--- config.mk ---
export PLATFORM = sky130hd
export DESIGN_NAME = fractal_core_scheduler
export DESIGN_NICKNAME = d
export VERILOG_FILES = /design/src/rtl/fractal_core_scheduler.sv
export SDC_FILE = /design/constraint.sdc
export NUM_CORES = 1
export LEC_CHECK = 0
export CAP_MARGIN = 20
export CORE_ASPECT_RATIO = 0.9
export CORE_MARGIN = 1.5
export CORE_UTILIZATION = 25
export CTS_CLUSTER_DIAMETER = 60
export DETAILED_ROUTE_END_ITERATION = 10
export GPL_ROUTABILITY_DRIVEN = 0
export HOLD_SLACK_MARGIN = 0.06
export SLEW_MARGIN = 40
export SYNTH_ARGS = -nofsm -noshare
export SYNTH_HDL_FRONTEND = slang
export SYNTH_SLANG_ARGS = --single-unit
export TNS_END_PERCENT = 1
--- constraint.sdc ---
create_clock -name clock -period 3.51 [get_ports clock]
set_clock_uncertainty 0.15 [all_clocks]
set_input_delay 0.8775 -clock clock [delete_from_list [all_inputs] [get_ports clock]]
set_output_delay 0.8775 -clock clock [all_outputs]
set_load 0.005 [all_outputs]
--- src/rtl/fractal_core_scheduler.sv ---
// Raster-scans a frame, hands pixel jobs to free iteration cores round-robin and
// merges their tagged results into a single valid/ready pixel stream.
module fractal_core_scheduler #(
    parameter int NUM_CORES = 4,
    parameter int H_RES     = 640,
    parameter int V_RES     = 480,
    parameter int COORD_W   = 10,
    parameter int ITER_W    = 11
) (
    input  logic                          clock,
    input  logic                          reset_n,
    input  logic                          start,
    output logic                          busy,
    output logic                          done,
    output logic [COORD_W-1:0]            job_x,
    output logic [COORD_W-1:0]            job_y,
    output logic [NUM_CORES-1:0]          core_start,
    input  logic [NUM_CORES-1:0]          core_busy,
    input  logic [NUM_CORES-1:0]          core_result_valid,
    output logic [NUM_CORES-1:0]          core_result_read,
    input  logic [NUM_CORES*ITER_W-1:0]   core_iter,
    input  logic [NUM_CORES-1:0]          core_in_set,
    output logic [COORD_W-1:0]            pix_x,
    output logic [COORD_W-1:0]            pix_y,
    output logic [ITER_W-1:0]             pix_iter,
    output logic                          pix_in_set,
    output logic                          pix_valid,
    input  logic                          pix_ready,
    output logic                          err_spurious
);
    // state    | meaning
    // S_IDLE   | waiting for start
    // S_DISPATCH | issuing raster jobs to free cores
    // S_DRAIN  | all jobs issued, waiting for results and output register to empty
    // S_DONE   | one-cycle completion pulse
    localparam int PW = (NUM_CORES > 1) ? $clog2(NUM_CORES) : 1;

    typedef enum logic [1:0] {S_IDLE, S_DISPATCH, S_DRAIN, S_DONE} state_t;

    state_t               state_q, state_d;
    logic [COORD_W-1:0]   x_q, x_d, y_q, y_d;
    logic [NUM_CORES-1:0] owned_q, owned_d;
    logic [COORD_W-1:0]   slot_x_q [NUM_CORES];
    logic [COORD_W-1:0]   slot_x_d [NUM_CORES];
    logic [COORD_W-1:0]   slot_y_q [NUM_CORES];
    logic [COORD_W-1:0]   slot_y_d [NUM_CORES];
    logic [PW-1:0]        disp_ptr_q, disp_ptr_d, coll_ptr_q, coll_ptr_d;
    logic [COORD_W-1:0]   pix_x_q, pix_x_d, pix_y_q, pix_y_d;
    logic [ITER_W-1:0]    pix_iter_q, pix_iter_d;
    logic                 pix_in_set_q, pix_in_set_d, pix_valid_q, pix_valid_d;
    logic                 err_q, err_d;

    logic [NUM_CORES-1:0] free, elig;
    logic                 disp_found, coll_found, loadable;
    logic [PW-1:0]        disp_idx, coll_idx, d_cand, c_cand;

    function automatic logic [PW-1:0] rr_idx(input logic [PW-1:0] base, input int off);
        int s;
        s = 32'(base);
        s = s + off;
        if (s >= NUM_CORES) s = s - NUM_CORES;
        return PW'(s);
    endfunction

    always_comb begin
        state_d      = state_q;
        x_d          = x_q;
        y_d          = y_q;
        owned_d      = owned_q;
        slot_x_d     = slot_x_q;
        slot_y_d     = slot_y_q;
        disp_ptr_d   = disp_ptr_q;
        coll_ptr_d   = coll_ptr_q;
        pix_x_d      = pix_x_q;
        pix_y_d      = pix_y_q;
        pix_iter_d   = pix_iter_q;
        pix_in_set_d = pix_in_set_q;
        pix_valid_d  = pix_valid_q;
        core_start       = '0;
        core_result_read = '0;
        job_x        = '0;
        job_y        = '0;
        disp_found   = 1'b0;
        coll_found   = 1'b0;
        disp_idx     = '0;
        coll_idx     = '0;
        d_cand       = '0;
        c_cand       = '0;

        free     = ~owned_q & ~core_busy;
        elig     = core_result_valid & owned_q;
        loadable = !pix_valid_q || pix_ready;
        err_d    = err_q | (|(core_result_valid & ~owned_q));

        for (int i = 0; i < NUM_CORES; i++) begin
            d_cand = rr_idx(disp_ptr_q, i);
            if (!disp_found && free[d_cand]) begin
                disp_found = 1'b1;
                disp_idx   = d_cand;
            end
            c_cand = rr_idx(coll_ptr_q, i);
            if (!coll_found && elig[c_cand]) begin
                coll_found = 1'b1;
                coll_idx   = c_cand;
            end
        end

        case (state_q)
            S_IDLE: begin
                if (start) begin
                    state_d = S_DISPATCH;
                    x_d     = '0;
                    y_d     = '0;
                end
            end
            S_DISPATCH: begin
                if (disp_found) begin
                    core_start[disp_idx] = 1'b1;
                    job_x                = x_q;
                    job_y                = y_q;
                    slot_x_d[disp_idx]   = x_q;
                    slot_y_d[disp_idx]   = y_q;
                    owned_d[disp_idx]    = 1'b1;
                    disp_ptr_d           = rr_idx(disp_idx, 1);
                    if (x_q == COORD_W'(H_RES - 1)) begin
                        x_d = '0;
                        if (y_q == COORD_W'(V_RES - 1)) begin
                            y_d     = '0;
                            state_d = S_DRAIN;
                        end else begin
                            y_d = y_q + 1'b1;
                        end
                    end else begin
                        x_d = x_q + 1'b1;
                    end
                end
            end
            S_DRAIN: begin
                if (owned_q == '0 && !pix_valid_q) state_d = S_DONE;
            end
            S_DONE: state_d = S_IDLE;
            default: state_d = S_IDLE;
        endcase

        // Collection runs in every state; eligibility needs ownership, so idle cores are never read.
        if (pix_valid_q && pix_ready) pix_valid_d = 1'b0;
        if (loadable && coll_found) begin
            core_result_read[coll_idx] = 1'b1;
            pix_x_d           = slot_x_q[coll_idx];
            pix_y_d           = slot_y_q[coll_idx];
            pix_iter_d        = core_iter[coll_idx*ITER_W +: ITER_W];
            pix_in_set_d      = core_in_set[coll_idx];
            pix_valid_d       = 1'b1;
            owned_d[coll_idx] = 1'b0;
            coll_ptr_d        = rr_idx(coll_idx, 1);
        end
    end

    always_ff @(posedge clock or negedge reset_n) begin
        if (!reset_n) begin
            state_q      <= S_IDLE;
            x_q          <= '0;
            y_q          <= '0;
            owned_q      <= '0;
            disp_ptr_q   <= '0;
            coll_ptr_q   <= '0;
            pix_x_q      <= '0;
            pix_y_q      <= '0;
            pix_iter_q   <= '0;
            pix_in_set_q <= 1'b0;
            pix_valid_q  <= 1'b0;
            err_q        <= 1'b0;
            for (int i = 0; i < NUM_CORES; i++) begin
                slot_x_q[i] <= '0;
                slot_y_q[i] <= '0;
            end
        end else begin
            state_q      <= state_d;
            x_q          <= x_d;
            y_q          <= y_d;
            owned_q      <= owned_d;
            disp_ptr_q   <= disp_ptr_d;
            coll_ptr_q   <= coll_ptr_d;
            pix_x_q      <= pix_x_d;
            pix_y_q      <= pix_y_d;
            pix_iter_q   <= pix_iter_d;
            pix_in_set_q <= pix_in_set_d;
            pix_valid_q  <= pix_valid_d;
            err_q        <= err_d;
            slot_x_q     <= slot_x_d;
            slot_y_q     <= slot_y_d;
        end
    end

    assign busy         = (state_q == S_DISPATCH) || (state_q == S_DRAIN);
    assign done         = (state_q == S_DONE);
    assign pix_x        = pix_x_q;
    assign pix_y        = pix_y_q;
    assign pix_iter     = pix_iter_q;
    assign pix_in_set   = pix_in_set_q;
    assign pix_valid    = pix_valid_q;
    assign err_spurious = err_q;

endmodule

==> results of run 1 <==
-- how the worst min path moves through the flow --
stage	end	cells past startpoint	slack (ns)	startpoint
after detailed placement	err_spurious	2	0.31	err_spurious
final	slot_x_q[11]	1	0.28	reset_n
after global placement	slot_y_q[25]	2	0.31	slot_y_q[25]
after CTS	slot_x_q[11]	1	0.30	reset_n
after floorplan	slot_y_q[5]	2	0.29	slot_y_q[5]
after global routing	pix_x[1]	1	0.32	reset_n
-- sequential cells by signal, indices dropped and copies added (netlist names) --
| name | count |
|---|---|
| slot_x_q | 40 |
| slot_y_q | 40 |
| pix_iter | 11 |
| pix_x | 10 |
| pix_y | 10 |
| x_q | 10 |
| y_q | 10 |
| owned_q | 4 |
| coll_ptr_q | 2 |
| disp_ptr_q | 2 |
| state_q | 2 |
| err_spurious | 1 |
| pix_in_set | 1 |
| pix_valid | 1 |
-- critical path, stage by stage --
cell	delay [ns]
clkdlybuf4s15_2	0.20
buf_4	0.14
nand4b_1	0.10
o211ai_2	0.14
a21oi_4	0.19
ha_1	0.18
and2_4	0.15
clkdlybuf4s50_1	0.49
-- through the flow --
step / setup WS, ns / total power [mW]
2_1_floorplan: 0.0943 / 4.21
3_3_place_gp: -0.577 / 5.51
3_5_place_dp: -0.630 / 5.55
4_1_cts: -0.0491 / 7.55
5_1_grt: -0.0631 / 7.93
6_report: 0.0180 / 7.48
-- synth_stat cells (2+ instances only) --
cell type,number
a21oi_1,6
a222oi_1,2
a22o_1,2
a31oi_1,6
and2_1,25
buf_2,8
buf_4,5
buf_6,3
clkbuf_1,13
dfrtp_1,144
ha_1,14
inv_1,16
inv_2,4
mux2_2,113
mux4_1,3
mux4_2,29
nand2_1,27
nand2b_1,3
nand3_1,13
nand4_1,2
nand4b_1,2
nor2_1,27
nor3_1,6
o21ai_0,33
o31a_1,2
o31ai_1,7
or2_2,2
or3_1,3
-- power by group through the flow --
stage	clock network [mW]	registers, mW	logic, mW
5_1_grt	2.01	2.40	3.52
2_1_floorplan	0	2.25	1.97
3_3_place_gp	0	2.34	3.17
6_report	1.90	2.34	3.24
3_5_place_dp	0	2.34	3.20
4_1_cts	1.95	2.33	3.27
-- cells by family after synthesis --
logic type,Yosys count,share of synthesized area [%]
multiplexers,146,28.3
adder cells (fa/ha/maj),14,2.46
buffers and inverters,49,3.31
flip-flops,144,50.7
AO/OA/AOI/OAI,69,6.58
AND/OR/NAND/NOR,119,8.61
-- per-layer routing --
metal / up-vias / global-route usage, % / share of wire [%]
met5: - / 0 / 0
met4: 0 / 4.28 / 1.7
met3: 18 / 3.40 / 5.5
met2: 142 / 20.8 / 47
met1: 2495 / 16.8 / 46
li1: 2294 / - / -
-- what timing repair did --
action / in CTS / in global routing
pin swaps: 3 / 6
hold buffers: 0 / 0
setup buffers: 3 / 2
resized for setup: 65 / 23
setup endpoints to repair: 28 / 17
-- final cells by class --
type	count	area, µm²
diodes	1	2.50
multi-input cells	348	3390
clock buffers	20	457
well taps	360	450
flip-flops and latches	144	3600
fillers	2724	18200
repair buffers	168	1620
clock inverters	12	159
inverters	20	77.6
==> results by group, run 1 <==
Final layout
  – Share of cells above drive strength 1: between 30% and 40%
  – Util after Layout: approximately a third
  – Fin cells: ~1,100
  – Commonest non-fill, non-tap cell in the layout: dfrtp_1
  – Most frequent cells in the layout: dfrtp_1 (143), mux2_2 (113), clkdlybuf4s50_1 (91)
  – Layout area overhead: 37.3%
  – Nets@finish: 773
  – Final Instance Area: between 9000 and 10,000 µm²

Die
  – Full die area: roughly 29,000 µm²
  – Core area: 27,900 µm²
  – Die Width: ~180 µm
  – Site Rows: a little under 60
  – I/O pins: roughly 120
  – Die Y: around 160 µm
  – Initial Util: about a quarter

STA
  – Final Max Tran Viols: 0
  – RSZ-0062 raised after global routing: true
  – Fin crit period: between 3 and 4 ns
  – Max-Slew Margin vs Limit: about half
  – Fmax achieved: ~290 MHz
  – Measured slew at the worst slew-check pin: just over 0.7 ns
  – Final Hold Vio Count: 0
  – Hold_ws: 0.276 ns
  – # setup viols final: 0
  – Setup TNS: 0 ns
  – Period utilization: roughly 99%

Synth
  – Cell Area, Synth: around 7000 µm²
  – Syn_nets: roughly 620
  – Area leader, netlist: dfrtp_1
  – Seq/Total Area, Yosys: 50.7%
  – Syn Inst Count: roughly 540
  – Mean post-synth cell area: about 13 µm²
  – Post-synth EDFFs: 0
  – Prevailing post-synth register cell: dfrtp_1
  – Synth unique cells: a little under 50
  – Share of the synthesized area in the top cell type: 50.7%
  – Synth area leaders: dfrtp_1 (51%), mux2_2 (18%), mux4_2 (9.2%)
  – Seq cells post-synth: roughly 140
  – Syn. warnings: 0
  – Post-synth ARST share: 100%

Routing
  – Drt drc: 0
  – Initial drt markers: approximately 270
  – Vias per inst: approximately 4.6
  – Antenna-violating nets left: 0
  – DRT Pass-1 Iters: 7
  – Final wirelength: between 15,000 and 20,000 µm
  – Total number of vias: 4,949
  – Routed WL per cell: between 15 and 20 µm

CTS
  – Clk root buf: clkbuf_16
  – Clock tree buffer depth: 2
  – CTS Sinks: between 100 and 150
  – CTS clk-pin slew, worst paths: 0.06 ns
  – CTS tree: done
  – Clk_lat worst skew: between 0.4 and 0.5 ns
  – CTS Buf Count: 17
  – H-Tree Depth: 4

Worst setup path
  – R2R Setup Slk: roughly 0.77 ns
  – CP Data Arrival Time: approximately 2.5 ns
  – Worst setup SP type: input port
  – Start point of the critical path: core_result_valid[2]
  – R2R depth: 10
  – Worst r2r src: owned_q[1]
  – Required time of the critical path: roughly 2.5 ns
  – Setup crit end: core_result_read[3]
  – Crit. End Element: primary output
  – Critical Path Fanout Max: 3
  – Critical path type: input port to primary output
  – FF-to-FF End: slot_x_q[5]

Pwr
  – Sequential Power Share: approximately 31%
  – Logic pwr share: between 40% and 50%
  – Peak VDD IR: approximately 0.42 mV
  – Pwr Density: ~770 nW/µm²
  – Switching share of power: ~33%
  – Clock Power Share: between 20 and 30%
  – P_int: about 5 mW
  – LEAKAGE: approximately 4.3 nW
  – NetSw: 2.47 mW

Global routing
  – GR Util All Layers: around an eighth
  – Largest net degree at the start of global routing: 61
  – First-pass GRT wire length: 29,100 µm
  – Initial antenna violation count: 1
  – Vias in the first global route: roughly 5,000
  – Grt total ovfl: 0

Placed design
  – IO buf count: 123
  – Hpwl dp: between 10,000 and 15,000 µm
  – Placed cell area: ~9000 µm²
  – Number of instances in the placed design: 1,036

Min path
  – Hold Crit Class: input port to asynchronous set/reset pin

Run
  – Max Cap Violations: 0

Status
  – Status: completed
No activity file was read; power rests on OpenSTA's default activity.
==> inputs of run 2 (changes only) <==
REMOVE_ABC_BUFFERS = 1   (was not set)
clock period = 3.05 ns   (was 3.51 ns; I/O delays follow)
==> results by group, run 2 (same netlist as run 1, synthesis figures left out) <==
Global routing
  – Vias in the first global route: 5,100
  – Initial antenna violation count: 1
  – Largest net degree at the start of global routing: 53
  – Grt total ovfl: 0
  – GR Util All Layers: a little over an eighth
  – First-pass GRT wire length: between 20,000 and 30,000 µm

Run
  – Max Cap Violations: 0

Die
  – Site Rows: 58
  – Initial Util: 25.4%
  – I/O pins: approximately 120
  – Full die area: ~29,000 µm²
  – Die Width: 181 µm
  – Core area: 27,900 µm²
  – Die Y: around 160 µm

STA
  – Final Max Tran Viols: 0
  – Period utilization: 101%
  – # setup viols final: 5
  – Measured slew at the worst slew-check pin: slightly above 0.7 ns
  – RSZ-0062 raised after global routing: true
  – Setup TNS: -0.0495 ns
  – Fin crit period: ~3.1 ns
  – Max-Slew Margin vs Limit: just over 50%
  – Final Hold Vio Count: 0
  – Fmax achieved: about 330 MHz
  – Hold_ws: roughly 0.15 ns
  – Final worst slack: -0.0196 ns

Routing
  – Antenna-violating nets left: 0
  – Initial drt markers: between 200 and 300
  – DRT Pass-1 Iters: 4
  – Routed WL per cell: between 15 and 20 µm
  – Vias per inst: about 4.6
  – Final wirelength: 19,100 µm
  – Drt drc: 0
  – Total number of vias: 5,084

Pwr
  – Pwr Density: around 920 nW/µm²
  – LEAKAGE: 4.45 nW
  – Power, Total: 9.40 mW
  – Peak VDD IR: ~0.56 mV

Final layout
  – Final Instance Area: slightly above 10,000 µm²
  – Fin cells: around 1,100
  – Commonest non-fill, non-tap cell in the layout: dfrtp_1
  – Most frequent cells in the layout: dfrtp_1 (142), mux2_2 (113), clkdlybuf4s50_1 (87)
  – Nets@finish: between 800 and 900
  – Util after Layout: between 30 and 40%
  – Share of cells above drive strength 1: roughly 42%
  – Layout area overhead: 43.0%

Worst setup path
  – Required time of the critical path: between 2 and 2.5 ns
  – CP Data Arrival Time: around 2.2 ns
  – Crit. End Element: primary output
  – Critical path type: flop to primary output
  – Worst setup SP type: flop
  – Critical Path Fanout Max: 2

Placed design
  – Placed cell area: 9090 µm²
  – IO buf count: ~120
  – Hpwl dp: about 13,000 µm
  – DP Worst Slack: -0.800 ns
  – Number of instances in the placed design: approximately 1,000

CTS
  – CTS Buf Count: 17
  – Clock tree buffer depth: 2
  – CTS tree: done
  – Clk root buf: clkbuf_16
  – Clk_lat worst skew: ~0.43 ns
  – CTS Sinks: about 140
  – H-Tree Depth: 4
  – CTS clk-pin slew, worst paths: 0.06 ns

Status
  – Failing checks: setup timing
  – Status: finished, violations left

Min path
  – Hold Crit Class: input port to asynchronous set/reset pin
run 2: report_power, final:
part / switching, mW / total (mW) / internal, mW / leakage (nW)
clock network: 0.842 / 2.29 / 1.45 / 0.306
logic: 1.89 / 4.44 / 2.55 / 2.29
registers: 0.342 / 2.67 / 2.33 / 1.86
run 2: cell type report:
type                       instances  area (µm²)
antenna                            1        2.50
clock buffer                      18         429
clock inverter                    14         214
fill                            2738       17800
inverter                          20        80.1
multi-input combinational        348        3470
sequential                       144        3610
tap                              360         450
timing repair buffer             201        1910
run 2: what timing repair did:
item,CTS,global route
pin swaps,11,11
resized for setup,117,32
setup endpoints to repair,28,34
buffers inserted,24,5
gates cloned,1,0
hold buffers,0,0
run 2: worst paths after layout:
| path | slack [ns] | end | cells after the start | startpoint |
|---|---|---|---|---|
| max in group asynchronous | 1.87 | slot_y_q[18] | 2 | reset_n |
| min in group clock | 0.33 | err_spurious | 2 | err_spurious |
| setup reg to reg | 0.01 | slot_x_q[39] | 17 | owned_q[2] |
| hold reg to reg | 0.33 | err_spurious | 2 | err_spurious |
| setup / recovery | -0.02 | core_start[2] | 11 | owned_q[1] |
| hold / removal | 0.15 | slot_x_q[1] | 1 | reset_n |
run 2: layer usage:
layer	GRT usage (%)	part of all wire, %	vias up
met1	18.0	46	2587
met3	3.58	5.6	14
met5	0	0	-
met2	21.2	48	120
met4	3.48	0.79	0
li1	-	-	2363
run 2: critical path, stage by stage (launching register included):
cell	delay (ns)
dfrtp_1	0.41
nor2_4	0.14
nor3_2	0.05
or3_1	0.32
a21boi_2	0.16
buf_6	0.14
buf_6	0.10
inv_4	0.04
ha_4	0.15
nand2_4	0.06
inv_2	0.05
buf_6	0.11
